[src/rtl/uart_rx.sv]
// uart_rx: 8N1 UART receiver, LSB first, with a one-entry valid/ready holding
// register. Bit period is cfg_div_i+1 clocks; start is confirmed at the
// mid-bit point cfg_div_i[11:1] and data/stop bits are sampled one full
// period apart from there.
//
// Ports
//   clk_i        system clock
//   rst_i        asynchronous active-high reset
//   rx_en_i      receiver enable (low forces IDLE)
//   cfg_div_i    divider, bit period = cfg_div_i+1 clocks (3..4095)
//   rx_i         asynchronous serial input, idle high
//   rx_data_o    received byte, valid while rx_valid_o=1
//   rx_valid_o   holding register full
//   rx_ready_i   consumer accepts the held byte
//   frame_err_o  1-cycle pulse, stop bit sampled low
//   overrun_o    1-cycle pulse, byte dropped because the register was full
//   busy_o       FSM not in IDLE
module uart_rx (
  input  logic        clk_i,
  input  logic        rst_i,
  input  logic        rx_en_i,
  input  logic [11:0] cfg_div_i,
  input  logic        rx_i,
  output logic [7:0]  rx_data_o,
  output logic        rx_valid_o,
  input  logic        rx_ready_i,
  output logic        frame_err_o,
  output logic        overrun_o,
  output logic        busy_o
);

  typedef enum logic [1:0] {IDLE, START, DATA, STOP} state_t;

  state_t      state_q, state_d;
  logic [11:0] cnt_q, cnt_d;
  logic [2:0]  bit_q, bit_d;
  logic [7:0]  shreg_q, shreg_d;
  logic [11:0] div_q, div_d;
  logic [7:0]  data_q, data_d;
  logic        valid_q, valid_d;
  logic        ferr_q, ferr_d;
  logic        ovr_q, ovr_d;
  logic        rx_m_q, rx_s_q, rx_d_q;
  logic        load;

  // Two-flop synchronizer plus one delay flop for falling-edge detection.
  // Resetting to 1 (idle line) avoids a false start after reset.
  always_ff @(posedge clk_i or posedge rst_i) begin
    if (rst_i) begin
      rx_m_q <= 1'b1;
      rx_s_q <= 1'b1;
      rx_d_q <= 1'b1;
    end else begin
      rx_m_q <= rx_i;
      rx_s_q <= rx_m_q;
      rx_d_q <= rx_s_q;
    end
  end

  always_ff @(posedge clk_i or posedge rst_i) begin
    if (rst_i) begin
      state_q <= IDLE;
      cnt_q   <= '0;
      bit_q   <= '0;
      shreg_q <= '0;
      div_q   <= '0;
      data_q  <= '0;
      valid_q <= 1'b0;
      ferr_q  <= 1'b0;
      ovr_q   <= 1'b0;
    end else begin
      state_q <= state_d;
      cnt_q   <= cnt_d;
      bit_q   <= bit_d;
      shreg_q <= shreg_d;
      div_q   <= div_d;
      data_q  <= data_d;
      valid_q <= valid_d;
      ferr_q  <= ferr_d;
      ovr_q   <= ovr_d;
    end
  end

  always_comb begin
    state_d = state_q;
    cnt_d   = cnt_q;
    bit_d   = bit_q;
    shreg_d = shreg_q;
    div_d   = div_q;
    data_d  = data_q;
    valid_d = valid_q;
    ferr_d  = 1'b0;
    ovr_d   = 1'b0;
    load    = 1'b0;

    if (!rx_en_i && state_q != IDLE) begin
      // Abort silently; the holding register is left untouched.
      state_d = IDLE;
      cnt_d   = '0;
    end else begin
      case (state_q)
        IDLE: begin
          // Needs a fresh falling edge, so a held-low break never restarts.
          if (rx_en_i && !rx_s_q && rx_d_q) begin
            state_d = START;
            cnt_d   = '0;
            div_d   = cfg_div_i;
          end
        end
        START: begin
          if (cnt_q == {1'b0, div_q[11:1]}) begin
            cnt_d   = '0;
            bit_d   = '0;
            // Line back high at mid-start means a glitch: drop it quietly.
            state_d = rx_s_q ? IDLE : DATA;
          end else begin
            cnt_d = cnt_q + 12'd1;
          end
        end
        DATA: begin
          if (cnt_q == div_q) begin
            shreg_d = {rx_s_q, shreg_q[7:1]};
            cnt_d   = '0;
            bit_d   = bit_q + 3'd1;
            if (bit_q == 3'd7) state_d = STOP;
          end else begin
            cnt_d = cnt_q + 12'd1;
          end
        end
        STOP: begin
          if (cnt_q == div_q) begin
            // Return at mid-stop so the next start edge is caught at once.
            state_d = IDLE;
            cnt_d   = '0;
            if (!rx_s_q)                      ferr_d = 1'b1;
            else if (!valid_q || rx_ready_i) begin
              load    = 1'b1;
              data_d  = shreg_q;
              valid_d = 1'b1;
            end else                          ovr_d  = 1'b1;
          end else begin
            cnt_d = cnt_q + 12'd1;
          end
        end
        default: state_d = IDLE;
      endcase
    end

    // A same-cycle load wins over the consume so the new byte stays valid.
    if (valid_q && rx_ready_i && !load) valid_d = 1'b0;
  end

  assign rx_data_o   = data_q;
  assign rx_valid_o  = valid_q;
  assign frame_err_o = ferr_q;
  assign overrun_o   = ovr_q;
  assign busy_o      = (state_q != IDLE);

endmodule

[config.mk]
export PLATFORM = sky130hd
export DESIGN_NAME = uart_rx
export DESIGN_NICKNAME = d
export VERILOG_FILES = /design/src/rtl/uart_rx.sv
export SDC_FILE = /design/constraint.sdc
export NUM_CORES = 1
export LEC_CHECK = 0
export ABC_AREA = 0
export BUFFER_PORTS_ARGS = -buffer_cell sky130_fd_sc_hd__buf_2
export CORE_AREA = 2 2 71 73
export DETAILED_ROUTE_END_ITERATION = 12
export DIE_AREA = 0 0 73 75
export PLACE_DENSITY = 0.76
export SYNTH_ARGS = -nofsm -noshare
export SYNTH_HDL_FRONTEND = slang
export SYNTH_SLANG_ARGS = --single-unit
[constraint.sdc]
create_clock -name clk_i -period 2.89 [get_ports clk_i]
set_clock_uncertainty 0.15 [all_clocks]
set_input_delay 0.7225 -clock clk_i [delete_from_list [all_inputs] [get_ports clk_i]]
set_output_delay 0.7225 -clock clk_i [all_outputs]
set_load 0.02 [all_outputs]
==> results of run 1 <==
[through the flow]
stage,area (µm²),std cells
2_1_floorplan,2606,224
3_3_place_gp,2796,303
3_5_place_dp,2796,303
4_1_cts,2895,311
5_1_grt,2895,311
6_report,2895,311
[registers in the layout, indices dropped and copies added (netlist names), 2 cells and up]
register	flops
cnt_q	12
shreg_q	8
state_q	2
bit_q	3
rx_data_o	8
div_q	12
[cell families after synthesis]
group	count (synthesis)	synth area share (%)
simple gates	68	15.41
xor+xnor	27	9.074
flops	51	49.11
mux	32	13.73
compound gates	22	5.905
buf+inv	17	3.408
fa+ha+maj	7	3.360
[cell usage after synthesis, types with 2 or more instances]
library cell   n  area [µm²]
dfrtp_1       48        1201
mux2_2        28       315.3
xor2_1        27       236.5
nand2_1       21       78.83
inv_1          9       33.78
nor2_1         9       33.78
ha_1           7       87.58
and2_1         6       37.54
a21oi_1        5       25.02
nor4_1         5       31.28
nand4_1        4       25.02
o211ai_1       4       30.03
o21ai_0        4       20.02
o221ai_1       4       35.03
buf_6          3       33.78
dfstp_2        3       78.83
nand3_1        3       15.01
nor2b_1        3       18.77
nor4_2         3       37.54
and3_1         2       12.51
buf_2          2       10.01
clkbuf_1       2       7.510
mux2_1         2       22.52
mux2i_1        2       20.02
nor3_1         2       10.01
[path summary, 6_finish.rpt]
path,depth (start not counted),end
max,5,bit_q[0]$_DFFE_PP0P_
min reg2reg,0,rx_s_q$_DFF_PP1_
max in group asynchronous,3,div_q[6]$_DFFE_PP0P_
max reg2reg,5,bit_q[0]$_DFFE_PP0P_
min,0,rx_s_q$_DFF_PP1_
min in group asynchronous,2,cnt_q[6]$_DFFE_PP0P_
[power groups by stage]
stage	Combinational (W)	Clock [W]	Sequential, W
floorplan	0.000526	0	0.000944
global placement	0.000660	0	0.000974
detailed placement	0.000666	0	0.000981
CTS	0.000671	0.000445	0.000966
global route	0.000749	0.000480	0.000990
finish	0.000667	0.000431	0.000965
[per-layer routing]
metal	vias to the layer above	global-route usage (%)	part of all wire, %
met3	4	4.418	4.5
met1	855	30.44	48
li1	846	-	-
met4	0	6.584	1.2
met5	-	0	0
met2	39	29.73	46
[final cells by class]
cell class / count / share of cell area [%]
Clock buffer: 6 / 2.852
Inverter: 9 / 1.167
Timing Repair Buffer: 33 / 6.137
Multi-Input combinational cell: 156 / 42.74
Clock inverter: 2 / 0.5618
Sequential cell: 51 / 44.21
Tap cell: 54 / 2.334
==> flow_summary_export.csv, run 1 <==
group,metric,value,unit
setup_path,cp_top_family,"compound AO/OA/AOI/OAI gates",
hold_path,hp-class,"reg2reg",
finish,nNetsFinal,280,
placement,dp_worst_setup_slack,0.4544,ns
clock_network,tritoncts,"yes",
run,max-cap-violations,0,
clock_network,hold_buffers,0,
finish,diodes,0,
setup_path,critical_path_class,"reg2reg",
finish,final_common_cell,"dfrtp_1",
clock_network,cts_max_path_buffers,2,
power_and_ir_drop,finalPower,0.002063,W
global_routing,grt_max_degree,40,
floorplanning,fp-row-count,25,
finish,area_growth,11.09,%
placement,dp_hpwl,3648,µm
clock_network,clock_sinks,51,
finish,fin_util,62.12,%
setup_path,reg2reg_setup_slack,0.40,ns
floorplanning,pin_count,29,
timing,setup_viol,0,
setup_path,setup.worst_path.end_class,"flop",
timing,max_slew_margin,38.00,%
power_and_ir_drop,swShare,36.21,%
hold_path,hp-start,"rx_m_q$_DFF_PP1_",
finish,drive_gt1_share,31.91,%
synthesis,yosys_warnings,0,
detailed_routing,drc,0,
timing,layout_min_cycle_time,2.488,ns
power_and_ir_drop,switching_power,0.0007471,W
timing,hold_violations,0,
synthesis,synth-edff-count,0,
clock_network,numCtsBuffers,5,
power_and_ir_drop,power_frac_seq,46.8,%
synthesis,synthFlopType,"dfrtp_1",
detailed_routing,viasPerCell,5.608,
detailed_routing,drt_wl_total,4811,µm
clock_network,postCtsResizedCells,0,
power_and_ir_drop,power_density,712.6,nW/µm²
setup_path,path_cells,"xor2_1, nor4_1, a31oi_1, a211oi_2, mux2_1",
power_and_ir_drop,vdd_drop_max,0.3994,mV
setup_path,cp_max_fo,11,
setup_path,cp.arrival,2.53,ns
detailed_routing,drtPass1Iterations,4,
floorplanning,start_util,55.92,%
power_and_ir_drop,pwr-share-clk,20.9,%
setup_path,cp_slowest_cell,"dfrtp_1",
finish,num-fill-cells,361,
power_and_ir_drop,combPwrFrac,32.3,%
detailed_routing,drtAntennaViolNets,0,
timing,holdWs,0.2110,ns
floorplanning,dieArea,5475,µm²
clock_network,worstSkewPairLatency,0.30,ns
detailed_routing,vias,1744,
synthesis,ys_seq_elements,51,
detailed_routing,drtIter0Drc,180,
setup_path,cp-start-kind,"flop",
global_routing,grt_use_total,20.37,%
clock_network,cts_setup_buffers,0,
timing,rsz0062_at_grt,"false",
clock_network,cts-root-buf,"clkbuf_8",
setup_path,required,2.93,ns
setup_path,rr_startpoint,"cnt_q[2]$_DFFE_PP0P_",
global_routing,overflow,0,
timing,worstMarginPinSlew,0.9257,ns
clock_network,cts_max_level,2,
synthesis,syn_area_per_cell,11.64,µm²
global_routing,grt_pass1_wl,8431,µm
timing,setup_tns,0,ns
finish,regArea,1280,µm²
finish,final_cell_mix,"dfrtp_1, mux2_2, buf_2",
detailed_routing,wl_per_cell,15.47,µm
timing,finalCritPeriodShare,86.09,%
synthesis,syn_inst,224,
finish,multi_input_area,1237,µm²
floorplanning,coreArea,4661,µm²
setup_path,startpoint,"cnt_q[2]$_DFFE_PP0P_",
clock_network,clk_pin_slew,0.10,ns
synthesis,synthDistinctLibCells,41,
timing,maxSlewViolCount,0,
placement,port_buffers,28,
power_and_ir_drop,total_leakage_power,1.472,nW
synthesis,syn_area,2606,µm²
outcome,status,"completed",
synthesis,ys_async_sr_fraction,100.0,%
setup_path,cp_num_buf_inv,0,
power_and_ir_drop,p_int,0.001316,W
placement,place_congestion,0.8747,
setup_path,max_stage_delay,0.50,ns
timing,worst_slack,0.4021,ns
floorplanning,die_w,73,µm
timing,timing.fmax,0.4019,GHz
floorplanning,fp.dieH,75,µm
synthesis,yosysSeqAreaShare,49.11,%
global_routing,antenna_found_initial,0,
global_routing,grt_pass1_vias,1666,
synthesis,syn_nets,248,
No activity file was read; power rests on OpenSTA's default activity.
==> run 2: changes to the inputs <==
==> config.mk (replaced) <==
export PLATFORM = sky130hd
export DESIGN_NAME = uart_rx
export DESIGN_NICKNAME = d
export VERILOG_FILES = /design/src/rtl/uart_rx.sv
export SDC_FILE = /design/constraint.sdc
export NUM_CORES = 1
export LEC_CHECK = 0
export ABC_AREA = 0
export BUFFER_PORTS_ARGS = -buffer_cell sky130_fd_sc_hd__buf_4
export CORE_AREA = 2 2 74 76
export DETAILED_ROUTE_END_ITERATION = 12
export DIE_AREA = 0 0 76 78
export PLACE_DENSITY = 0.74
export SYNTH_ARGS = -nofsm -noshare
export SYNTH_HDL_FRONTEND = slang
export SYNTH_SLANG_ARGS = --single-unit
==> constraint.sdc (replaced) <==
create_clock -name clk_i -period 2.2 [get_ports clk_i]
set_clock_uncertainty 0.15 [all_clocks]
set_input_delay 0.55 -clock clk_i [delete_from_list [all_inputs] [get_ports clk_i]]
set_output_delay 0.55 -clock clk_i [all_outputs]
set_load 0.005 [all_outputs]
==> flow_summary_export.csv, run 2 (synthesis gave the netlist of run 1 again) <==
group,metric,value,unit
finish,diodes,0,
detailed_routing,dr_wl_met3,202,µm
detailed_routing,drc,0,
timing,rsz0062_at_grt,"true",
setup_path,max_stage_delay,0.43,ns
timing,worst_slack,0.03310,ns
setup_path,cp_top_family,"simple AND/OR/NAND/NOR gates",
timing,finalCritPeriodShare,98.50,%
setup_path,critical_path_class,"reg2reg",
setup_path,cp_slowest_cell,"dfrtp_1",
finish,final_cell_mix,"buf_4, dfrtp_1, xor2_1",
detailed_routing,wl_per_cell,15.54,µm
placement,dp_hpwl,3883,µm
timing,max_slew_margin,74.15,%
detailed_routing,dr.max_layer_used,"met4",
finish,area_growth,28.32,%
timing,setup_viol,0,
setup_path,cp.arrival,2.21,ns
setup_path,reg2reg_setup_slack,0.03,ns
finish,instances_no_fill,358,
finish,nNetsFinal,311,
detailed_routing,wl_met2,2743,µm
run,max-cap-violations,0,
detailed_routing,drtAntennaViolNets,0,
global_routing,antenna_found_initial,0,
floorplanning,coreArea,5042,µm²
finish,drive_gt1_share,43.40,%
global_routing,grt_max_degree,52,
timing,worstMarginPinSlew,0.3849,ns
finish,num-fill-cells,370,
floorplanning,die_w,76,µm
setup_path,required,2.24,ns
clock_network,tritoncts,"yes",
detailed_routing,drtPass1Iterations,4,
clock_network,cts_max_path_buffers,2,
floorplanning,dieArea,5928,µm²
placement,dp_worst_setup_slack,-0.1037,ns
timing,timing.fmax,0.4615,GHz
setup_path,setup.worst_path.end_class,"flop",
power_and_ir_drop,vdd_drop_max,0.7543,mV
detailed_routing,drtIter0Drc,120,
clock_network,cts_max_level,2,
clock_network,worstSkewPairLatency,0.31,ns
floorplanning,fp-row-count,26,
global_routing,overflow,0,
finish,final_common_cell,"buf_4",
power_and_ir_drop,power_density,917.9,nW/µm²
power_and_ir_drop,total_leakage_power,1.665,nW
setup_path,cp_max_fo,8,
placement,place_congestion,0.9110,
clock_network,clk_pin_slew,0.10,ns
placement,port_buffers,28,
global_routing,grt_use_total,18.91,%
detailed_routing,wl_met1,2523,µm
floorplanning,fp.dieH,78,µm
setup_path,cp_num_buf_inv,1,
timing,layout_min_cycle_time,2.167,ns
clock_network,clock_sinks,51,
timing,maxSlewViolCount,0,
floorplanning,start_util,51.69,%
hold_path,hp-class,"in2async",
outcome,status,"completed",
finish,reg.largest.list,"cnt_q (12), div_q (12)",
detailed_routing,vias,1881,
floorplanning,pin_count,29,
detailed_routing,drt_wl_total,5564,µm
placement,placed_cells,339,
timing,hold_violations,0,
clock_network,cts-root-buf,"clkbuf_8",
setup_path,path_cells,"xor2_1, nor4_4, nand3_4, nor3_4, buf_12, mux2_4",
global_routing,grt_pass1_vias,1849,
clock_network,numCtsBuffers,5,
global_routing,grt_pass1_wl,8797,µm
setup_path,cp-start-kind,"flop",
finish,fin_util,66.33,%
detailed_routing,viasPerCell,5.254,
-- run 2: worst paths after layout --
check                                         endpoint  cells past startpoint                 start
worst max-delay path            shreg_q[2]$_DFFE_PP0P_                      6  div_q[5]$_DFFE_PP0P_
max in group asynchronous             rx_d_q$_DFF_PP1_                      3                 rst_i
worst min register to register        rx_s_q$_DFF_PP1_                      0      rx_m_q$_DFF_PP1_
min in group clk_i                    rx_m_q$_DFF_PP1_                      1                  rx_i
worst min-delay path            shreg_q[7]$_DFFE_PP0P_                      3                 rst_i
worst max register to register  shreg_q[2]$_DFFE_PP0P_                      6  div_q[5]$_DFFE_PP0P_
-- run 2: repair_timing --
action                     CTS  global route
resized for setup            2            22
setup endpoints to repair   17            29
hold buffers                 0             0
cloned                       0             0
buffers inserted             2             9
pin swaps                    2            11
-- run 2: tightest hold or removal path, stage by stage --
cell and delay [ns]:
buf_4 0.11, inv_2 0.06, buf_12 0.26
-- run 2: where the power goes --
part / leakage, nW / internal, W / total (W) / switching [W]
sequential: 0.670 / 0.00110 / 0.00127 / 0.000171
combinational: 0.947 / 0.000616 / 0.00125 / 0.000638
clock: 0.0483 / 0.000225 / 0.000549 / 0.000324
-- run 2: per-stage QoR --
stage | cell area (µm²) | hold WS, ns | total power (W) | setup TNS (ns)
finish | 3344 | 0.1364 | 0.003070 | 0
global route | 3344 | 0.1530 | 0.003248 | -0.2878
CTS | 3181 | 0.1444 | 0.002889 | 0
detailed placement | 3062 | 0.2011 | 0.002304 | -1.370
global placement | 3062 | 0.1969 | 0.002280 | -0.3832
floorplan | 2606 | 0.1952 | 0.001916 | 0
-- run 2: area by class of cell --
type	count	area, µm²	area share [%]
Clock buffer	5	68.82	2.058
Clock inverter	3	18.77	0.5612
Inverter	9	33.78	1.010
Multi-Input combinational cell	156	1339	40.03
Sequential cell	51	1284	38.38
Tap cell	70	87.58	2.619
Timing Repair Buffer	64	513.0	15.34
-- run 2: per-layer routing --
layer,global-route usage (%),vias up
met4,6.909,0
met5,0,-
met1,24.87,923
met2,31.79,42
met3,3.140,8
li1,-,908
==> run 3: changes to the inputs <==
--- a/config.mk
+++ b/config.mk
@@ -7,10 +7,10 @@
 export LEC_CHECK = 0
 export ABC_AREA = 0
 export BUFFER_PORTS_ARGS = -buffer_cell sky130_fd_sc_hd__buf_4
-export CORE_AREA = 2 2 74 76
+export CORE_AREA = 2 2 69 71
 export DETAILED_ROUTE_END_ITERATION = 12
-export DIE_AREA = 0 0 76 78
-export PLACE_DENSITY = 0.74
+export DIE_AREA = 0 0 71 73
+export PLACE_DENSITY = 0.8
 export SYNTH_ARGS = -nofsm -noshare
 export SYNTH_HDL_FRONTEND = slang
 export SYNTH_SLANG_ARGS = --single-unit
==> constraint.sdc (replaced) <==
create_clock -name clk_i -period 2.5 [get_ports clk_i]
set_clock_uncertainty 0.15 [all_clocks]
set_input_delay 0.625 -clock clk_i [delete_from_list [all_inputs] [get_ports clk_i]]
set_output_delay 0.625 -clock clk_i [all_outputs]
set_load 0.005 [all_outputs]
==> flow_summary_export.csv, run 3 (synthesis gave the netlist of run 1 again) <==
group,metric,value,unit
finish,reg.largest.list,"cnt_q (12), div_q (12)",
detailed_routing,drc,0,
clock_network,worstSkewPairLatency,0.31,ns
detailed_routing,wl_per_cell,15.81,µm
power_and_ir_drop,total_leakage_power,1.514,nW
setup_path,cp_max_fo,9,
setup_path,required,2.56,ns
clock_network,cts-root-buf,"clkbuf_8",
setup_path,max_stage_delay,0.50,ns
run,max-cap-violations,0,
floorplanning,dieArea,5183,µm²
finish,final_cell_mix,"dfrtp_1, buf_4, mux2_2",
global_routing,grtUsageMet3,4.420,%
clock_network,cts_max_path_buffers,2,
finish,num-fill-cells,327,
global_routing,grt_pass1_vias,1741,
setup_path,cp_num_buf_inv,0,
detailed_routing,drtPass1Iterations,4,
setup_path,timing.critical_path.to,"state_q[1]$_DFFE_PP0P_",
placement,port_buffers,28,
clock_network,hold_buffers,0,
power_and_ir_drop,power_density,806.5,nW/µm²
global_routing,grt_use_total,21.02,%
floorplanning,die_w,71,µm
timing,maxSlewViolCount,0,
setup_path,cp.arrival,2.42,ns
clock_network,clock_sinks,51,
setup_path,cp_top_family,"simple AND/OR/NAND/NOR gates",
finish,final_common_cell,"dfrtp_1",
timing,setup_viol,0,
power_and_ir_drop,vdd_drop_max,0.6013,mV
setup_path,critical_path_class,"reg2reg",
timing,hold_violations,0,
floorplanning,start_util,57.46,%
setup_path,startpoint,"cnt_q[2]$_DFFE_PP0P_",
finish,nNetsFinal,285,
global_routing,grt_max_degree,33,
detailed_routing,drtIter0Drc,86,
detailed_routing,drt_wl_total,4996,µm
floorplanning,fp.dieH,73,µm
setup_path,rr_endpoint,"state_q[1]$_DFFE_PP0P_",
placement,place_congestion,0.8970,
global_routing,antenna_found_initial,0,
setup_path,rr_worst_depth,5,
finish,drive_gt1_share,33.21,%
setup_path,cpMostUsedCell,"nor4_1",
clock_network,clk_pin_slew,0.10,ns
timing,timing.fmax,0.4226,GHz
finish,area_growth,16.18,%
global_routing,grt_pass1_wl,8376,µm
timing,max_slew_margin,46.67,%
detailed_routing,viasPerCell,5.604,
floorplanning,pin_count,29,
global_routing,grt_util_met2,31.46,%
setup_path,rr_startpoint,"cnt_q[2]$_DFFE_PP0P_",
floorplanning,fp-row-count,25,
outcome,status,"completed",
detailed_routing,vias,1771,
timing,worst_slack,0.1337,ns
timing,finalCritPeriodShare,94.65,%
timing,layout_min_cycle_time,2.366,ns
finish,instances_no_fill,316,
timing,worstMarginPinSlew,0.7963,ns
placement,dp_worst_setup_slack,0.07770,ns
finish,diodes,0,
placement,dp_hpwl,3729,µm
setup_path,reg2reg_setup_slack,0.13,ns
timing,setup_tns,0,ns
setup_path,setup.worst_path.end_class,"flop",
detailed_routing,drtAntennaViolNets,0,
placement,placed_cells,307,
setup_path,path_cells,"xor2_1, nor4_1, a31oi_1, nor4_1, mux2_2",
setup_path,cp-start-kind,"flop",
clock_network,tritoncts,"yes",
global_routing,busiest_layer,"met2",
global_routing,overflow,0,
clock_network,numCtsBuffers,5,
setup_path,cp.depth,5,
clock_network,cts_max_level,2,
floorplanning,coreArea,4536,µm²
timing,rsz0062_at_grt,"false",
hold_path,hp-class,"in2async",
global_routing,use_met1,30.23,%
setup_path,cp_slowest_cell,"dfrtp_1",
-- run 3: cell types whose count changed in the layout (fill, tap and decap cells not counted), sizes merged --
cell,change
buf,-26
clkbuf,+1
clkinv,-1
clkinvlp,+1
inv,-1
-- run 3: per-layer routing --
| metal | up-vias | part of all wire, % |
|---|---|---|
| li1 | 859 | - |
| met1 | 859 | 47 |
| met2 | 44 | 47 |
| met3 | 9 | 4.4 |
| met4 | 0 | 1.5 |
| met5 | - | 0 |
-- run 3: worst min path at each step --
stage | from | to | slack (ns) | cells past startpoint
2_1_floorplan | rx_m_q$_DFF_PP1_ | rx_s_q$_DFF_PP1_ | 0.20 | 0
3_3_place_gp | rx_m_q$_DFF_PP1_ | rx_s_q$_DFF_PP1_ | 0.20 | 0
3_5_place_dp | rx_m_q$_DFF_PP1_ | rx_s_q$_DFF_PP1_ | 0.20 | 0
4_1_cts | rst_i | cnt_q[6]$_DFFE_PP0P_ | 0.18 | 2
5_1_grt | rst_i | cnt_q[6]$_DFFE_PP0P_ | 0.20 | 2
6_report | rst_i | cnt_q[6]$_DFFE_PP0P_ | 0.17 | 2
-- run 3: timing repair --
action / CTS / global route
resized for setup: 0 / 0
setup buffers: 0 / 1
setup endpoints to repair: 0 / 8
-- run 3: final cells by class --
class	count	area, µm²	share of cell area, %
clock buffer	6	82.58	2.727
clock inverter	2	16.27	0.5372
inverter	9	33.78	1.116
multi-input combinational	156	1237	40.87
sequential	51	1280	42.27
tap	54	67.56	2.231
timing repair buffer	38	310.3	10.25
-- run 3: stage by stage --
| stage | cell area, µm² | hold slack [ns] | utilization (%) | power, W |
|---|---|---|---|---|
| finish | 3028 | 0.1693 | 66.76 | 0.002442 |
| global placement | 2909 | 0.1962 | 64.14 | 0.001930 |
| CTS | 3008 | 0.1780 | 66.32 | 0.002456 |
| floorplan | 2606 | 0.1952 | - | 0.001686 |
| global route | 3028 | 0.1993 | 66.76 | 0.002600 |
| detailed placement | 2909 | 0.1981 | 64.14 | 0.001948 |
-- run 3: report_power, final --
part	switching (W)	internal (W)
Clock	0.000277	0.000226
Sequential	0.000151	0.000965
Combinational	0.000436	0.000387
Total	0.000864	0.00158
